[src/rtl/encdec_sequencer.sv]
// APB-programmed sequencer for an encode/decode datapath: holds the command
// registers, launches one datapath operation per CTRL write and latches the result.
module encdec_sequencer #(
  parameter int unsigned AMBA_ADDR_WIDTH = 20,
  parameter int unsigned AMBA_WORD       = 32,
  parameter int unsigned DATA_WIDTH      = 32,
  parameter int unsigned TIMEOUT         = 16
) (
  input  logic                       clk,
  input  logic                       rst,
  input  logic                       PSEL,
  input  logic                       PENABLE,
  input  logic                       PWRITE,
  input  logic [AMBA_ADDR_WIDTH-1:0] PADDR,
  input  logic [AMBA_WORD-1:0]       PWDATA,
  output logic [AMBA_WORD-1:0]       PRDATA,
  output logic                       PREADY,
  output logic                       PSLVERR,
  output logic                       dp_start,
  output logic [1:0]                 dp_mode,
  output logic [1:0]                 dp_width,
  output logic [DATA_WIDTH-1:0]      dp_data_in,
  output logic [DATA_WIDTH-1:0]      dp_noise,
  input  logic                       dp_done,
  input  logic [DATA_WIDTH-1:0]      dp_data_out,
  input  logic [1:0]                 dp_nof,
  output logic [DATA_WIDTH-1:0]      data_out,
  output logic [1:0]                 num_of_errors,
  output logic                       operation_done,
  output logic                       busy,
  output logic                       op_error
);

  localparam int unsigned CNT_W = 5;
  localparam logic [1:0] ADDR_CTRL   = 2'b00;
  localparam logic [1:0] ADDR_DATA   = 2'b01;
  localparam logic [1:0] ADDR_WIDTH  = 2'b10;
  localparam logic [1:0] ADDR_NOISE  = 2'b11;
  localparam logic [1:0] MODE_ENC    = 2'b00;
  localparam logic [1:0] MODE_ILLEGAL = 2'b11;

  typedef enum logic [1:0] {
    ST_IDLE,
    ST_LOAD,
    ST_WAIT,
    ST_DONE
  } state_t;

  state_t               r_state;
  logic [AMBA_WORD-1:0] r_ctrl;
  logic [AMBA_WORD-1:0] r_data_in;
  logic [AMBA_WORD-1:0] r_cw_width;
  logic [AMBA_WORD-1:0] r_noise;
  logic [CNT_W-1:0]     r_cnt;

  logic       w_wr;
  logic [1:0] w_sel;
  logic       w_unused_addr;

  assign w_wr          = PSEL & PENABLE & PWRITE;
  assign w_sel         = PADDR[3:2];
  assign w_unused_addr = ^{PADDR[AMBA_ADDR_WIDTH-1:4], PADDR[1:0]};
  assign PREADY        = 1'b1;
  assign PSLVERR       = w_wr & busy;

  // Read mux; registers stay readable while an operation runs
  always_comb begin
    PRDATA = '0;
    if (PSEL && !PWRITE) begin
      case (w_sel)
        ADDR_CTRL:  PRDATA = r_ctrl;
        ADDR_DATA:  PRDATA = r_data_in;
        ADDR_WIDTH: PRDATA = r_cw_width;
        ADDR_NOISE: PRDATA = r_noise;
      endcase
    end
  end

  always_ff @(posedge clk or posedge rst) begin
    if (rst) begin
      r_state        <= ST_IDLE;
      r_ctrl         <= '0;
      r_data_in      <= '0;
      r_cw_width     <= '0;
      r_noise        <= '0;
      r_cnt          <= '0;
      dp_start       <= 1'b0;
      dp_mode        <= 2'b00;
      dp_width       <= 2'b00;
      dp_data_in     <= '0;
      dp_noise       <= '0;
      data_out       <= '0;
      num_of_errors  <= 2'b00;
      operation_done <= 1'b0;
      busy           <= 1'b0;
      op_error       <= 1'b0;
    end else begin
      // Register file accepts writes only while idle
      if (w_wr && !busy) begin
        case (w_sel)
          ADDR_CTRL:  r_ctrl     <= PWDATA;
          ADDR_DATA:  r_data_in  <= PWDATA;
          ADDR_WIDTH: r_cw_width <= PWDATA;
          ADDR_NOISE: r_noise    <= PWDATA;
        endcase
      end

      case (r_state)
        ST_IDLE: begin
          if (w_wr && w_sel == ADDR_CTRL) begin
            // Command outputs are loaded on entry so they are valid throughout LOAD
            r_state    <= ST_LOAD;
            busy       <= 1'b1;
            op_error   <= 1'b0;
            r_cnt      <= '0;
            dp_start   <= (PWDATA[1:0] != MODE_ILLEGAL);
            dp_mode    <= PWDATA[1:0];
            dp_width   <= r_cw_width[1:0];
            dp_data_in <= DATA_WIDTH'(r_data_in);
            dp_noise   <= DATA_WIDTH'(r_noise);
          end
        end
        ST_LOAD: begin
          dp_start <= 1'b0;
          r_cnt    <= '0;
          if (dp_mode == MODE_ILLEGAL) begin
            r_state        <= ST_DONE;
            operation_done <= 1'b1;
            op_error       <= 1'b1;
            data_out       <= '0;
            num_of_errors  <= 2'b00;
          end else begin
            r_state <= ST_WAIT;
          end
        end
        ST_WAIT: begin
          // dp_done wins over a coincident timeout
          if (dp_done) begin
            r_state        <= ST_DONE;
            operation_done <= 1'b1;
            op_error       <= 1'b0;
            data_out       <= dp_data_out;
            num_of_errors  <= (dp_mode == MODE_ENC) ? 2'b00 : dp_nof;
          end else if (r_cnt == CNT_W'(TIMEOUT - 1)) begin
            r_state        <= ST_DONE;
            operation_done <= 1'b1;
            op_error       <= 1'b1;
            data_out       <= '0;
            num_of_errors  <= 2'b00;
          end else begin
            r_cnt <= r_cnt + CNT_W'(1);
          end
        end
        ST_DONE: begin
          r_state        <= ST_IDLE;
          operation_done <= 1'b0;
          busy           <= 1'b0;
        end
      endcase
    end
  end

endmodule

[config.mk]
export PLATFORM = sky130hd
export DESIGN_NAME = encdec_sequencer
export DESIGN_NICKNAME = d
export VERILOG_FILES = /design/src/rtl/encdec_sequencer.sv
export SDC_FILE = /design/constraint.sdc
export NUM_CORES = 1
export LEC_CHECK = 0
export ABC_AREA = 1
export CORE_MARGIN = 2
export CORE_UTILIZATION = 54
export DETAILED_ROUTE_END_ITERATION = 8
export PLACE_DENSITY_LB_ADDON = 0.2
export SYNTH_ARGS = -nofsm -noshare
export SYNTH_HDL_FRONTEND = slang
export SYNTH_SLANG_ARGS = --single-unit
[constraint.sdc]
create_clock -name clk -period 15.1 [get_ports clk]
set_input_delay 1.51 -clock clk [delete_from_list [all_inputs] [get_ports clk]]
set_output_delay 1.51 -clock clk [all_outputs]
set_load 0.05 [all_outputs]
==> results of run 1 <==
## path summary, 6_finish.rpt
check / endpoint / slack, ns / depth (start not counted)
worst max-delay path: PRDATA[18] / 9.04 / 6
worst min-delay path: dp_noise[2] / 0.47 / 2
worst max register to register: dp_data_in[24] / 11.85 / 7
worst min register to register: dp_noise[2] / 0.47 / 2
max in group asynchronous: r_noise[28] / 12.19 / 3
min in group asynchronous: data_out[5] / 1.57 / 2
## layout by cell type (no fill, tap or decap), drive strengths merged, types with 2 or more instances in the layout
cell type      count
clkbuf            37
inv               50
nor2              13
dfrtp            241
a21oi              2
a31oi             32
clkdlybuf4s50    212
nand3             13
o21ai            235
clkinv            10
nand2            492
nand4              3
buf                9
ha                 7
## tightest hold or removal path, cell delays in order (launching register included)
cell and delay (ns):
dfrtp_1 0.34, nand2_1 0.05, nand2_1 0.05
## metrics by stage
step	total power, W	cells	instance area (µm²)	setup slack, ns	hold slack, ns
after floorplan	0.001671	1163	10080	6.974	0.4479
after global placement	0.001952	1546	12260	9.147	0.4603
after detailed placement	0.001980	1546	12260	9.113	0.4638
after CTS	0.002592	1591	13070	9.085	0.4811
after global routing	0.002730	1591	13070	8.926	0.4968
final	0.002581	1591	13070	9.044	0.4745
## layer usage
layer,share of wire (%),up-vias
met5,0,-
met1,43,4191
met3,8.2,50
li1,-,4127
met2,47,373
met4,2.3,0
## power groups by stage
stage / logic (W) / registers, W / clock network [W]
global placement: 0.000931 / 0.00102 / 0
floorplan: 0.000347 / 0.00132 / 0
global route: 0.00104 / 0.00105 / 0.000642
detailed placement: 0.000953 / 0.00103 / 0
finish: 0.000953 / 0.00102 / 0.000604
CTS: 0.000960 / 0.00102 / 0.000612
## area by class of cell
| cell class | count | area, µm² |
|---|---|---|
| Clock buffer | 37 | 750.7 |
| Timing Repair Buffer | 221 | 2190 |
| Sequential cell | 241 | 6031 |
| Clock inverter | 8 | 65.06 |
| Fill cell | 1402 | 5075 |
| Multi-Input combinational cell | 802 | 3543 |
| Tap cell | 229 | 286.5 |
| Inverter | 53 | 206.4 |
## logic make-up (layout without fill, tap and decap cells)
family                   count (synthesis)  count (layout)  share of synthesized area (%)
AO/OA/AOI/OAI                          271             271                          13.90
adder cells (fa/ha/maj)                  7               7                         0.8690
buffers and inverters                  120             319                          5.102
flip-flops                             241             241                          59.84
other                                    1               1                        0.03721
AND/OR/NAND/NOR                        523             523                          20.25
## sequential cells by signal, summed over array words and instances (netlist names), 5 cells and up
signal	cells
data_out	32
r_cnt	5
r_ctrl	32
r_noise	32
r_data_in	32
r_cw_width	32
dp_noise	32
dp_data_in	32
==> results.md, run 1 <==
* Peak VDD IR at between 0.0001 and 0.00015 V
* Routed WL per cell at roughly 17 µm
* Clk sinks at roughly 240
* Family with the most delay on the worst path: buffers and inverters
* Psw at approximately 0.0010 W
* CP dominant cell by count: clkdlybuf4s50_1
* #FFs+latches synth at around 240
* Final Max Tran Viols at 0
* Post-DP HPWL at around 16000 µm
* WS Path Type: in -> out
* Synth area leaders: dfrtp_1, nand2_1, o21ai_0, a31oi_1, inv_1
* Drt first pass iters at 5
* Static leakage at between 6 and 7 nW
* RSZ-0062 raised after global routing: no
* CTS clk-pin slew, worst paths at ~0.06 ns
* Met2 GRT Util at 43.88%
* Fmax at 165.1 MHz
* Pwr dens at 197.4 nW/µm²
* Buffers on Ports at 212
* Area growth, synth to finish at 29.71%
* Hold path startpoint: dp_noise[2]
* Seq pwr share at 39.7%
* Final Util at between 70% and 80%
* ANT cells at 0
* Final nets at around 1400
* Largest net degree at the start of global routing at around 120
* Vias in the first global route at 8410
* Mapped Cells at roughly 1200
* Max Cap Viol at 0
* CTS tree: yes
* Yosys top cell by area: dfrtp_1
* CTS Buffer Depth at 3
* Crit path DAT at 4.55 ns
* Synth warnings at 0
* Buf/Inv on CP at 3
* Internal Power at ~0.0015 W
* Post-synth EDFFs at 0
* Sw Ratio at 40.23%
* H-tree depth at 1
* Cell variety after synth at 28
* Slew HR at between 20 and 30%
* Tmin final at about 6.1 ns
* Most common cell in the netlist: nand2_1
* Tcrit/Tclk final at 40.10%
* Post-CTS Setup Bufs at 0
* CP cell instances: clkdlybuf4s50_1 -> inv_2 -> nor2_4 -> nand2_1 -> a31oi_1 -> clkdlybuf4s50_1
* Synth Area per Inst at 8.666 µm²
* Initial core utilization at 55.54%
* Final wirelength at 26720 µm
* Crit path required time at roughly 14 ns
* Slowest cell delay on critical path at between 0.8 and 0.9 ns
* Die Ht at 140.6 µm
* Worst hold-check path type: reg -> reg
* Rows at 49
* Vias per Instance at around 5.5
* Clock root buffer: clkbuf_16
* Critical path fanouts, max at 34
* Worst skew pair latency at 0.51 ns
* GR peak layer: met2
* Setup crit start kind: primary input
* Top cells by count, synth: nand2_1, dfrtp_1, o21ai_0, inv_1, clkbuf_1
* Area of the die at 19770 µm²
* Final setup vio count at 0
* Top_reg_cell synth: dfrtp_1
* GP Congestion at between 0.8 and 0.9
* Initial antenna violation count at 0
* Clk_skew at between 0.009 and 0.01 ns
* Total CTS buffers at 25
* PostCTS Resize Cnt at 0
* Final global-route overflow total at 0
* Mapped Area at around 10000 µm²
* CORE AREA at about 18000 µm²
* Share of the synthesized area in the top cell type at between 50% and 60%
* # hold bufs at CTS at 0
* Critical Path Source: PADDR[3]
* GRT Total Usage at 27.42%
* Seq/Total Area, Yosys at ~60%
* Ys async rst share at 100.0%
* Syn nets at 1262
* Reg-to-Reg Start: r_state[0]
* Status: complete, no violations
* Initial DRC count at approximately 720
* Die W at 140.6 µm
* Clock network power share at 23.4%
* Fin. Hold Viols at 0
* CP endpoint kind: output pin
* Setup TNS at 0 ns
* Io pins at between 200 and 250
* Met1 global-route usage at 38.72%
* First-pass GRT wire length at roughly 44000 µm
* Slew of the pin with the lowest slew margin at around 1.1 ns
* Post-DRT Antenna Nets at 0
* Met3 usage at under 10%
* Layout cells sized above 1 at slightly below 5%
* Comb pwr share at about 37%
* Post-detailed-route DRC marker count at 0
* CP max-delay cell: nor2_4
* DR vias at 8741
No activity file was read; power rests on OpenSTA's default activity.
==> run 2: changes to the inputs <==
--- a/config.mk
+++ b/config.mk
@@ -7,7 +7,7 @@
 export LEC_CHECK = 0
 export ABC_AREA = 1
 export CORE_MARGIN = 2
-export CORE_UTILIZATION = 54
+export CORE_UTILIZATION = 45
 export DETAILED_ROUTE_END_ITERATION = 8
 export PLACE_DENSITY_LB_ADDON = 0.2
 export SYNTH_ARGS = -nofsm -noshare
==> constraint.sdc (replaced) <==
create_clock -name clk -period 5 [get_ports clk]
set_input_delay 0.5 -clock clk [delete_from_list [all_inputs] [get_ports clk]]
set_output_delay 0.5 -clock clk [all_outputs]
set_load 0.05 [all_outputs]
==> results.md, run 2 (synthesis gave the netlist of run 1 again) <==
* Filler cells at 1920
* Worst hold-check path type: in -> async
* Critical path fanouts, max at 34
* WS Path Type: in -> out
* CTS tree: yes
* Final Max Tran Viols at 0
* Crit path required time at around 4.5 ns
* Fin. Hold Viols at 0
* Crit path DAT at 3.45 ns
* Setup crit start kind: primary input
* Clk_skew at a little over 0.007 ns
* Most frequent cells in the layout: nand2_1, dfrtp_1, clkdlybuf4s50_1
* Die W at roughly 150 µm
* First-pass GRT wire length at 43950 µm
* Commonest non-fill, non-tap cell in the layout: nand2_1
* Pwr dens at ~600 nW/µm²
* Worst skew pair latency at approximately 0.52 ns
* Post-CTS Setup Bufs at 0
* Register Area at slightly above 6000 µm²
* Rows at 54
* Pre-CTS WS at 1.066 ns
* Vias in the first global route at just over 8000
* Clk sinks at 241
* Final wirelength at 26920 µm
* Status: complete, no violations
* RSZ-0062 raised after global routing: no
* Largest net degree at the start of global routing at a little under 200
* Worst r2r dst: data_out[25]
* # hold bufs at CTS at 0
* Worst Setup EP: PRDATA[10]
* Clock root buffer: clkbuf_16
* Io pins at 232
* Static leakage at 6.167 nW
* H-tree depth at 1
* Initial core utilization at ~46%
* CORE AREA at 21890 µm²
* Slew of the pin with the lowest slew margin at 1.185 ns
* Final setup vio count at 0
* Drt first pass iters at 5
* Total CTS buffers at 26
* Setup slack on the worst flop-to-flop path at about 2.3 ns
* CTS clk-pin slew, worst paths at roughly 0.06 ns
* Initial antenna violation count at 1
* Setup TNS at 0 ns
* Tcrit/Tclk final at roughly four fifths
* CTS Buffer Depth at 3
* DR vias at 8501
* Post-DRT Antenna Nets at 0
* PostCTS Resize Cnt at 0
* Routed WL per cell at 16.34 µm
* GRT Total Usage at between 20% and 30%
* Post-DP HPWL at roughly 16000 µm
* Area of the die at 23610 µm²
* Peak VDD IR at between 0.0002 and 0.0003 V
* CP endpoint kind: output pin
* Critical Path Source: PADDR[3]
* Initial DRC count at a little under 800
* Layout cells sized above 1 at 5.124%
* Reg2Reg Depth at 8
* Final nets at 1447
* Buffers on Ports at around 210
* Multi-input logic area at ~3500 µm²
* Final global-route overflow total at 0
* Post-detailed-route DRC marker count at 0
* Max Cap Viol at 0
* Final WS setup at between 1 and 1.5 ns
* GP Congestion at approximately 0.77
* Fmax at ~250 MHz
* Vias per Instance at 5.162
* Reg-to-Reg Start: r_cnt[0]
* Die Ht at 153.7 µm
* Slew HR at 21.03%
* Tmin final at 3.951 ns
* Area growth, synth to finish at 31.36%
## run 2: cell count changes in the layout (fill, tap and decap cells not counted), sizes merged
cell / before / now
bufinv: 1 / 2
clkbuf: 37 / 38
buf: 9 / 12
clkinv: 10 / 8
diode: 0 / 1
inv: 50 / 49
clkinvlp: 0 / 2
## run 2: cell type report
cell class,count,share of cell area [%]
Clock inverter,8,0.6994
Antenna cell,1,0.01890
Inverter,53,1.531
Tap cell,280,2.646
Multi-Input combinational cell,802,26.80
Sequential cell,241,45.55
Clock buffer,38,5.945
Timing Repair Buffer,224,16.80
## run 2: stage by stage
stage / utilization (%) / hold WS [ns] / power, W / instance area (µm²) / instances
2_1_floorplan: - / 0.4479 / 0.005046 / 10080 / 1163
3_3_place_gp: 56.45 / 0.4597 / 0.005924 / 12360 / 1600
3_5_place_dp: 56.45 / 0.4638 / 0.005987 / 12360 / 1600
4_1_cts: 60.47 / 0.2122 / 0.007961 / 13240 / 1646
5_1_grt: 60.47 / 0.2197 / 0.008361 / 13240 / 1646
6_report: 60.48 / 0.2255 / 0.007904 / 13240 / 1647
## run 2: worst min path at each step
stage	start	slack (ns)	to	depth (start not counted)
6_report	rst	0.23	dp_data_in[2]	2
5_1_grt	rst	0.22	dp_data_in[2]	2
4_1_cts	rst	0.21	dp_data_in[2]	2
3_5_place_dp	dp_noise[24]	0.46	dp_noise[24]	2
3_3_place_gp	r_ctrl[8]	0.46	r_ctrl[8]	2
2_1_floorplan	r_ctrl[0]	0.45	r_ctrl[0]	2
## run 2: critical path, stage by stage
cell and delay (ns):
clkdlybuf4s50_1 0.48, inv_2 0.57, nand2_2 0.66, o21ai_0 0.38
a31oi_1 0.12, clkdlybuf4s50_1 0.73
## run 2: where the power goes
part / total, W / leakage [nW] / internal [W] / switching, W
clock network: 0.00195 / 0.436 / 0.00119 / 0.000761
logic: 0.00287 / 2.56 / 0.000927 / 0.00194
registers: 0.00309 / 3.17 / 0.00265 / 0.000441
total: 0.00790 / 6.17 / 0.00476 / 0.00314
## run 2: metal layers
metal / vias to the layer above / track usage [%] / routed length [µm]
met5: - / 0 / 0
met4: 0 / 5.854 / 575
met3: 45 / 3.946 / 1783
met2: 306 / 35.07 / 11860
met1: 4019 / 33.28 / 12690
li1: 4131 / - / -
